--- src/rtl/regfile_read_streamer.sv ---
// Purpose : streams burst reads (base index + count) out of the flattened 32-bit register array.
// Latency : first word is registered one cycle after the request is accepted, then one word per cycle.
// Backpr. : single output slot; a held word stays frozen while rsp_ready is low, and the burst pauses.
//
// Ports:
//   clock, reset        - rising-edge clock, asynchronous active-low reset
//   reg_bus             - all register outputs, register i at [i*DATA_WIDTH +: DATA_WIDTH]
//   snoop_we/addr/data  - copy of the array write port, forwarded into words loaded that cycle
//   req_valid/ready     - burst request handshake; req_addr = first index, req_count = words - 1
//   rsp_valid/ready     - word handshake; rsp_data/rsp_addr/rsp_last describe the held word
//   busy                - high while a burst is streaming or a word is still held
//
// Build option: define REGFILE_STREAM_ZERO_REG_EN to make index 0 always read as zero.
module regfile_read_streamer #(
    parameter int NUM_REGS   = 32,
    parameter int DATA_WIDTH = 32,
    parameter int ADDR_WIDTH = 5
) (
    input  logic                           clock,
    input  logic                           reset,
    input  logic [NUM_REGS*DATA_WIDTH-1:0] reg_bus,
    input  logic                           snoop_we,
    input  logic [ADDR_WIDTH-1:0]          snoop_addr,
    input  logic [DATA_WIDTH-1:0]          snoop_data,
    input  logic                           req_valid,
    output logic                           req_ready,
    input  logic [ADDR_WIDTH-1:0]          req_addr,
    input  logic [ADDR_WIDTH-1:0]          req_count,
    output logic                           rsp_valid,
    input  logic                           rsp_ready,
    output logic [DATA_WIDTH-1:0]          rsp_data,
    output logic [ADDR_WIDTH-1:0]          rsp_addr,
    output logic                           rsp_last,
    output logic                           busy
);

    typedef enum logic {
        IDLE   = 1'b0,
        STREAM = 1'b1
    } state_t;

    state_t                  state_q,     state_d;
    logic [ADDR_WIDTH-1:0]   cur_addr_q,  cur_addr_d;
    logic [ADDR_WIDTH-1:0]   remaining_q, remaining_d;
    logic                    rsp_valid_q, rsp_valid_d;
    logic [DATA_WIDTH-1:0]   rsp_data_q,  rsp_data_d;
    logic [ADDR_WIDTH-1:0]   rsp_addr_q,  rsp_addr_d;
    logic                    rsp_last_q,  rsp_last_d;

    logic [DATA_WIDTH-1:0]   regs [NUM_REGS];
    logic [DATA_WIDTH-1:0]   rd_value;
    logic                    slot_free;

    // Unflatten the bus so the read mux is a plain array index.
    for (genvar g = 0; g < NUM_REGS; g++) begin : g_unpack
        assign regs[g] = reg_bus[g*DATA_WIDTH +: DATA_WIDTH];
    end

    // Value of the register at cur_addr as it will be after this cycle's write.
    always_comb begin
        rd_value = regs[cur_addr_q];
        if (snoop_we && (snoop_addr == cur_addr_q)) begin
            rd_value = snoop_data;
        end
`ifdef REGFILE_STREAM_ZERO_REG_EN
        if (cur_addr_q == '0) begin
            rd_value = '0;
        end
`endif
    end

    // The slot can take a new word when empty or when its word leaves this cycle.
    assign slot_free = !rsp_valid_q || rsp_ready;

    always_comb begin
        state_d     = state_q;
        cur_addr_d  = cur_addr_q;
        remaining_d = remaining_q;
        rsp_valid_d = rsp_valid_q;
        rsp_data_d  = rsp_data_q;
        rsp_addr_d  = rsp_addr_q;
        rsp_last_d  = rsp_last_q;

        if (rsp_valid_q && rsp_ready) begin
            rsp_valid_d = 1'b0;
        end

        case (state_q)
            IDLE: begin
                // A request may be taken while the previous last word still waits;
                // STREAM will not overwrite that word until it is consumed.
                if (req_valid) begin
                    cur_addr_d  = req_addr;
                    remaining_d = req_count;
                    state_d     = STREAM;
                end
            end
            STREAM: begin
                if (slot_free) begin
                    rsp_valid_d = 1'b1;
                    rsp_data_d  = rd_value;
                    rsp_addr_d  = cur_addr_q;
                    rsp_last_d  = (remaining_q == '0);
                    cur_addr_d  = cur_addr_q + ADDR_WIDTH'(1);
                    remaining_d = remaining_q - ADDR_WIDTH'(1);
                    if (remaining_q == '0) begin
                        state_d = IDLE;
                    end
                end
            end
            default: state_d = IDLE;
        endcase
    end

    always_ff @(posedge clock or negedge reset) begin
        if (!reset) begin
            state_q     <= IDLE;
            cur_addr_q  <= '0;
            remaining_q <= '0;
            rsp_valid_q <= 1'b0;
            rsp_data_q  <= '0;
            rsp_addr_q  <= '0;
            rsp_last_q  <= 1'b0;
        end else begin
            state_q     <= state_d;
            cur_addr_q  <= cur_addr_d;
            remaining_q <= remaining_d;
            rsp_valid_q <= rsp_valid_d;
            rsp_data_q  <= rsp_data_d;
            rsp_addr_q  <= rsp_addr_d;
            rsp_last_q  <= rsp_last_d;
        end
    end

    assign req_ready = (state_q == IDLE);
    assign rsp_valid = rsp_valid_q;
    assign rsp_data  = rsp_data_q;
    assign rsp_addr  = rsp_addr_q;
    assign rsp_last  = rsp_last_q;
    assign busy      = (state_q != IDLE) || rsp_valid_q;

endmodule

--- config.mk ---
export PLATFORM = sky130hd
export DESIGN_NAME = regfile_read_streamer
export DESIGN_NICKNAME = d
export VERILOG_FILES = /design/src/rtl/regfile_read_streamer.sv
export SDC_FILE = /design/constraint.sdc
export NUM_CORES = 1
export LEC_CHECK = 0
export ABC_AREA = 1
export BUFFER_PORTS_ARGS = -buffer_cell sky130_fd_sc_hd__buf_2
export CORE_AREA = 3 3 431 433
export CTS_BUF_LIST = sky130_fd_sc_hd__clkbuf_16
export DETAILED_ROUTE_END_ITERATION = 10
export DIE_AREA = 0 0 434 436
export MAX_ROUTING_LAYER = met4
export SLEW_MARGIN = 10
export SYNTH_ARGS = -nofsm -noshare
export SYNTH_HDL_FRONTEND = slang
export SYNTH_SLANG_ARGS = --single-unit
export TNS_END_PERCENT = 20
--- constraint.sdc ---
create_clock -name clock -period 1.6 [get_ports clock]
set_input_delay 0 -clock clock [delete_from_list [all_inputs] [get_ports clock]]
set_output_delay 0 -clock clock [all_outputs]
set_load 0.02 [all_outputs]
### After elaboration in Yosys (flattened, before gate mapping)

Index checks and enable logic that the tools add are counted.

* register bits after elaboration: 50
* latch bits: 0
* bits in writable memories: 0
* ROM bits: 0
* bits of input ports: 1076
* output and inout port bits: 41
* word-level logic and storage cells: 40
* memories kept: 0

* add/subtract/negate cells: 2
* $mul: 0
* div/mod/pow operators: 0
* order comparisons: 1
* equal/unequal tests: 3
* shifts and indexed selects: 0
* multiplexer cells: 17
* bitwise operators: 2
* reduce and logical (&&, ||, !) cells: 8

Operators with widths (count)
* $bmux 32 s5: 1
* $mux 32: 3
* $mux 5: 4
* $pmux 5 s2: 2
* $ge 6x6->1 const B: 1
* $mux 1: 6
* $not 5->6: 1
* $add 5x1->5 const B: 1
* $eq 5x5->1: 1
* $logic_not 5->1: 1
* $sub 5x1->5 const B: 1
* $reduce_and 2->1: 2
* $logic_and 1x1->1: 2
* $logic_or 1x1->1: 2
* $ne 2x1->1 const B: 1
* $ne 2x2->1 const B: 1
* $pmux 1 s2: 1
* $logic_not 1->1: 1
* $not 1->1: 1

### Depth between registers and ports, before layout

Gate-level depths: netlist (run 1).

* depth after elaboration: 5
* gate-level depth with buffers: 15
* mapped depth without buffers: 13

### Worst setup path before layout (run 1)

No wires, ideal clock.

* kind: register to register
* start: register cur_addr_q[0]
* end: register rsp_data_q[14] (netlist: rsp_data[14])
* setup time: 0.117 ns
* arrival time: 1.444 ns
* data required time: 1.483 ns
* path slack: 0.040 ns
* stages on the path, launching flop included: 12
* path buffers: 3
* period minus slack after synthesis: 1.560 ns
* path through: dfrtp_1 > buf_4 > buf_4 > buf_2 > o211ai_1 > nand3_1 > nand3_1 > nand3_1 > nand2_1 > nand2_1 > nand2_1 > nand2_1

* longest elaborated chain between the ends: 5
* elaborated cells on any way between the ends: 7
* classes of those cells: 1 x eq/ne; 4 x mux; 1 x bitwise; 1 x reduce/logical

RTL lines
* start, declared: line 43 `logic [ADDR_WIDTH-1:0] cur_addr_q, cur_addr_d;`
* start signal, assigned: line 126 `cur_addr_q <= cur_addr_d;`
* $not 5->6 (implied by the code): line 61 `rd_value = regs[cur_addr_q];`
* $bmux 32 s5: line 61
* $mux 32 (implied by the code) (2 in a row): line 61
* $mux 32 *: line 62 `if (snoop_we && (snoop_addr == cur_addr_q)) begin`
* end signal, assigned: line 129 `rsp_data_q <= rsp_data_d;`
* end, declared: line 46 `logic [DATA_WIDTH-1:0] rsp_data_q, rsp_data_d;`

Every way passes the cells marked *; elsewhere a longest branch is shown, timed or not. The select of a mux whose other input is x is not followed.
A chain may end at the register's enable or synchronous reset.

### Worst setup path after layout (run 1)

* start: register cur_addr_q[0]
* end: register rsp_data_q[23] (netlist: rsp_data[23])

The elaborated chain is that of the path after synthesis.

==> results_dict.tcl, run 1 <==
set metrics [dict create \
    outcome "complete, but fails checks" \
    violations "setup timing" \
    syn-cell-area_um2 13600 \
    place_congestion 1.03 \
    setup_slack_ns -0.687 \
    synth_warnings 0 \
    die_w_um 434 \
    drt-vias-per-instance 3.85 \
    grt_pass1_vias 23500 \
    ys.flop_type "dfrtp_1" \
    design_area_um2 28100 \
    ys_seq_area_frac 0.0918 \
    drt-met1-wl_um 74600 \
    cts_tree "done" \
    clk_pin_slew_worst_paths_ns 0.10 \
    fin_hold_ws_ns 0.0240 \
    tightest_slew_ns 0.526 \
    postRouteAntennaNets 0 \
    drc 0 \
    clk_latency_ns 0.34 \
    peakVddDrop_mv 0.652 \
    ys_types 25 \
    crit_required_ns 1.84 \
    met3_length_um 14900 \
    rsz0062_at_grt "true" \
    grt-ovfl-total 0 \
    die_area_um2 189000 \
    num_io_pins 1117 \
    top_layer "met4" \
    syn_area_per_cell_um2 4.64 \
    synthArstFlopShare 1.00 \
    num_rows 157 \
    io_buffers 1116 \
    num-nets-final 5296 \
    maxCapViolCount 0 \
    synth_edf_count 0 \
    wl_per_cell_um 24.8 \
    hold_violations 0 \
    worst_r2r_endpoint "rsp_data[23]$_DFFE_PN0P_" \
    drt-pass1-iter-count 6 \
    finalCriticalPeriod_ns 2.29 \
    setup_viol 34 \
    root_buffer "clkbuf_16" \
    r2r_setup_slack_ns -0.69 \
    crit_path_start "cur_addr_q[0]$_DFFE_PN0P_" \
    hpwl_um 140000 \
    synth_most_common_cell "nand2_1" \
    drive_above_1_share 0.442 \
    hold_depth 5 \
    place_area_um2 24200 \
    grt_max_degree 51 \
    syn2layout_area_growth_pct 107 \
    max_freq_ghz 0.437 \
    antenna_found_initial 111 \
    rr_startpoint "cur_addr_q[0]$_DFFE_PN0P_" \
    path_class "register to register" \
    initialDrtViolationCount 2631 \
    grt_pass1_wl_um 210000 \
    synth.area.top_cells "nand2_1, nand3_1, dfrtp_1" \
    crit_fanout 10 \
    via_count 25700 \
    grtUsageTotal 0.168 \
    netlist_instances 2933 \
    die_h_um 436 \
    cp-endpoint "rsp_data[23]$_DFFE_PN0P_" \
    initial_core_util 0.0747 \
    core_um2 182000 \
    htree_num_levels 2 \
    synthesis.nets 4011 \
    p_total_uw 57100 \
    ys_ff_latch 50 \
    clkSinkCount 50 \
    drt_wl_total_um 166000 \
    yosys-top-cells-count "nand2_1, nand3_1, inv_1, buf_2, nor2_1" \
    crit_arrival_ns 2.52 \
    synth_top_area_frac 0.427 \
    hold_class "input pin to register" \
    maxSlewHeadroom 0.648 \
    maxSlewViolCount 0 \
    clock-skew-final_ns 0.0172 \
    start_kind "register" \
    post-route-util 0.154 \
    setup-tns-final_ns -20.36 \
    cts_buffer_depth 2 \
    cts_buffers 5 \
    leakage_uw 0.0151 \
    min_period_over_period 1.43 \
    synth_area_leader_cell "nand2_1" \
    reg2reg_depth 12 \
    wl_met2_um 72400 \
    power_density_nw_per_um2 2030 \
    fillers 21500 \
    end_kind "register" \
]
==> final cells by class <==
class	instances	area [µm²]	share of cell area
Antenna cell	74	185	0.00658
Clock buffer	5	125	0.00445
Clock inverter	3	28.8	0.00102
Inverter	211	832	0.0296
Multi-Input combinational cell	2434	12100	0.429
Sequential cell	50	1270	0.0450
Tap cell	2385	2980	0.106
Timing Repair Buffer	1515	10600	0.378
Timing Repair inverter	1	11.3	0.000400
==> state kept, by name (all words and copies together) (netlist names) <==
name         count
rsp_data        32
cur_addr_q       5
remaining_q      5
rsp_addr         5
rsp_last         1
rsp_valid        1
state_q          1
==> stage by stage <==
step           instances  setup WS [ns]
6_report            6678         -0.687
5_1_grt             6646         -0.787
4_1_cts             6594         -0.726
3_5_place_dp        6509          -1.08
3_3_place_gp        6509          -1.06
2_1_floorplan       2933         0.0398
==> critical path, cell delays in order, from the launching register on <==
cell and delay (ns):
dfrtp_4 0.52, buf_12 0.17, buf_16 0.16, buf_12 0.15, bufbuf_16 0.28, nand2_1 0.06, nand3_1 0.17, nand2_2 0.17
nand2_1 0.12, nand3_4 0.10, nand3_1 0.09, nand3_2 0.11, a21oi_2 0.06
==> layer usage <==
layer | up-vias | track usage
li1 | 12000 | -
met3 | 200 | 0.0357
met2 | 1440 | 0.253
met5 | - | -
met1 | 12100 | 0.234
met4 | 0 | 0.0283
==> worst min path at each step <==
| stage | startpoint | to | slack [ns] |
|---|---|---|---|
| 3_5_place_dp | reset | rsp_last$_DFFE_PN0P_ | 0.01 |
| 2_1_floorplan | reset | cur_addr_q[0]$_DFFE_PN0P_ | -0.30 |
| 5_1_grt | snoop_data[3] | rsp_data[3]$_DFFE_PN0P_ | 0.02 |
| 3_3_place_gp | reset | rsp_last$_DFFE_PN0P_ | 0.01 |
| 6_report | snoop_data[0] | rsp_data[0]$_DFFE_PN0P_ | 0.02 |
| 4_1_cts | snoop_data[0] | rsp_data[0]$_DFFE_PN0P_ | 0.002 |
==> layout by cell type (no fill, tap or decap), types with 4 or more instances in the layout <==
cell / Yosys / layout
buf_8: 0 / 9
nor2_2: 2 / 5
diode_2: 0 / 74
o21ai_1: 0 / 5
nand3_2: 0 / 167
nand2_1: 1548 / 1433
a21oi_2: 0 / 11
bufbuf_16: 0 / 8
nand2_4: 0 / 17
o211ai_1: 41 / 41
buf_16: 0 / 30
nor2_1: 75 / 71
nand2_2: 1 / 99
inv_2: 5 / 8
nand3_4: 0 / 34
dfrtp_1: 50 / 45
xor2_1: 4 / 4
buf_2: 106 / 1116
a21oi_1: 24 / 13
o22ai_1: 5 / 5
inv_1: 205 / 199
a31oi_1: 22 / 19
nand3_1: 678 / 477
o21ai_0: 26 / 20
buf_6: 3 / 41
dfrtp_4: 0 / 4
dlygate4sd3_1: 0 / 18
buf_12: 0 / 75
buf_4: 54 / 215
clkbuf_16: 0 / 8
==> what timing repair did <==
| action | 4_1_cts | 5_1_grt |
|---|---|---|
| pin swaps | 52 | 63 |
| hold buffers | 18 | 0 |
| resized for setup | 355 | 151 |
| buffers inserted | 34 | 11 |
| endpoints found under the hold margin | 67 | 0 |
| endpoints found under the setup margin | 35 | 37 |
| gates cloned | 28 | 3 |
==> report_power, final <==
group,switching (µW),internal [µW]
logic,32700,20500
clock network,701,607
registers,696,1930
total,34100,23100
==> kinds of logic after synthesis <==
family	synth area share
buf+inv	0.150
compound gates	0.0546
simple gates	0.699
fa+ha+maj	0.00184
xor+xnor	0.00257
flops	0.0918
Power figures use the tool's default switching activity.
==> inputs of run 2 (changes only) <==
--- a/config.mk
+++ b/config.mk
@@ -7,11 +7,13 @@
 export LEC_CHECK = 0
 export ABC_AREA = 1
 export BUFFER_PORTS_ARGS = -buffer_cell sky130_fd_sc_hd__buf_2
-export CORE_AREA = 3 3 431 433
+export CAP_MARGIN = 20
+export CORE_AREA = 3 3 432 434
 export CTS_BUF_LIST = sky130_fd_sc_hd__clkbuf_16
 export DETAILED_ROUTE_END_ITERATION = 10
-export DIE_AREA = 0 0 434 436
+export DIE_AREA = 0 0 435 437
 export MAX_ROUTING_LAYER = met4
+export SKIP_CTS_REPAIR_TIMING = 1
 export SLEW_MARGIN = 10
 export SYNTH_ARGS = -nofsm -noshare
 export SYNTH_HDL_FRONTEND = slang
==> constraint.sdc (replaced) <==
create_clock -name clock -period 3 [get_ports clock]
set_input_delay 0 -clock clock [delete_from_list [all_inputs] [get_ports clock]]
set_output_delay 0 -clock clock [all_outputs]
set_load 0.02 [all_outputs]
==> run 2 against run 1 <==
Net effect: register-to-register slack improved by 0.94 ns; clock skew grew 0.0015 ns; sequential cell count is the same; first-iteration DRC count down 2.4%; the flow finishes with violations (hold timing); highest routed layer unchanged; worst hold slack worse by 0.043 ns.
==> results_dict.tcl, run 2 (synthesis results as in run 1) <==
set metrics [dict create \
    outcome "complete, but fails checks" \
    violations "hold timing" \
    end_kind "register" \
    drt-vias-per-instance 3.69 \
    die_w_um 435 \
    hold_violations 8 \
    htree_num_levels 2 \
    clkSinkCount 50 \
    crit_arrival_ns 2.94 \
    rsz0062_at_grt "false" \
    tightest_slew_ns 1.14 \
    start_kind "register" \
    grtUsageTotal 0.159 \
    cts_tree "done" \
    drc 0 \
    mostFrequentLayoutCell "nand2_1" \
    drt-pass1-iter-count 6 \
    leakage_uw 0.0125 \
    crit_required_ns 3.20 \
    power_density_nw_per_um2 982 \
    setup-tns-final_ns 0 \
    clk_latency_ns 0.35 \
    wl_per_cell_um 24.3 \
    postRouteAntennaNets 0 \
    largest_reg_flops 32 \
    finalCriticalPeriod_ns 2.75 \
    num_io_pins 1117 \
    drt_wl_total_um 156000 \
    maxCapViolCount 0 \
    die_h_um 437 \
    crit_fanout 40 \
    maxSlewViolCount 0 \
    core_um2 183000 \
    min_period_over_period 0.916 \
    hold_class "input pin to register" \
    fin_hold_ws_ns -0.0193 \
    drive_above_1_share 0.318 \
    grt_max_degree 88 \
    die_area_um2 190000 \
    layout_common_cells "nand2_1, buf_2, nand3_1, inv_1, buf_4" \
    initialDrtViolationCount 2569 \
    root_buffer "clkbuf_16" \
    setup_viol 0 \
    num_rows 157 \
    maxSlewHeadroom 0.235 \
    hpwl_um 135000 \
    clock-skew-final_ns 0.0186 \
    num-nets-final 5019 \
    peakVddDrop_mv 0.434 \
    clk_pin_slew_worst_paths_ns 0.10 \
    via_count 23800 \
    place_congestion 1.02 \
    max_freq_ghz 0.364 \
    p_total_uw 22300 \
    cts_buffer_depth 2 \
    initial_core_util 0.0744 \
    antenna_found_initial 113 \
    cts_buffers 5 \
    grt-ovfl-total 0 \
    grt_pass1_wl_um 199000 \
    grt_pass1_vias 21400 \
    syn2layout_area_growth_pct 66.4 \
    io_buffers 1116 \
    path_class "register to register" \
]
==> run 2: cell types whose count changed in the layout (fill, tap and decap cells not counted), sizes merged <==
| cell | before | now |
|---|---|---|
| clkinv | 3 | 1 |
| buf | 1486 | 1229 |
| dlygate4sd3 | 18 | 10 |
| clkinvlp | 0 | 2 |
| inv | 212 | 211 |
| diode | 74 | 42 |
| clkbuf | 8 | 5 |
| bufbuf | 8 | 0 |
==> run 2: per-layer routing <==
layer	track usage	routed length, µm	up-vias
li1	-	-	11300
met1	0.220	70600	11100
met2	0.241	69400	1268
met3	0.0345	13500	169
met4	0.0192	2950	0
met5	-	0	-
==> run 2: cell type report <==
cell class | count | area (µm²)
Fill cell | 22100 | 160000
Multi-Input combinational cell | 2434 | 10300
Timing Repair Buffer | 1239 | 6920
Tap cell | 2464 | 3080
Sequential cell | 50 | 1270
Inverter | 211 | 813
Clock buffer | 5 | 125
Antenna cell | 42 | 105
Clock inverter | 3 | 23.8
==> run 2: power breakdown <==
part	total (µW)	switching, µW	internal, µW
clock	723	406	317
sequential	1430	397	1030
combinational	20100	14500	5610
total	22300	15300	6960
==> run 2: path summary, 6_finish.rpt <==
path                                      startpoint                         to  slack [ns]  depth (start not counted)
min in group asynchronous                      reset    rsp_addr[3]$_DFFE_PN0P_        0.17                          2
setup reg to reg           cur_addr_q[0]$_DFFE_PN0P_   rsp_data[16]$_DFFE_PN0P_        0.25                          8
hold / removal                        snoop_data[24]   rsp_data[24]$_DFFE_PN0P_       -0.02                          5
max in group asynchronous                      reset  cur_addr_q[0]$_DFFE_PN0P_        2.16                          3
setup / recovery           cur_addr_q[0]$_DFFE_PN0P_   rsp_data[16]$_DFFE_PN0P_        0.25                          8
hold reg to reg             rsp_data[17]$_DFFE_PN0P_   rsp_data[17]$_DFFE_PN0P_        0.49                          2
==> run 2: through the flow <==
stage	std cells	utilization	instance area, µm²	setup slack [ns]
after floorplan	2933	-	13600	1.44
after global placement	6388	0.122	22300	0.214
after detailed placement	6388	0.122	22300	0.215
after CTS	6396	0.123	22500	0.207
after global routing	6431	0.124	22600	0.181
final	6448	0.124	22700	0.253
==> run 2: worst max-delay path, stage by stage (launching register included) <==
cell     delay (ns)
dfrtp_4        0.55
inv_8          0.35
buf_12         0.24
nand2_1        0.07
nand3_1        0.09
nor2_2         0.06
buf_4          0.20
a31oi_1        0.82
a21oi_1        0.17
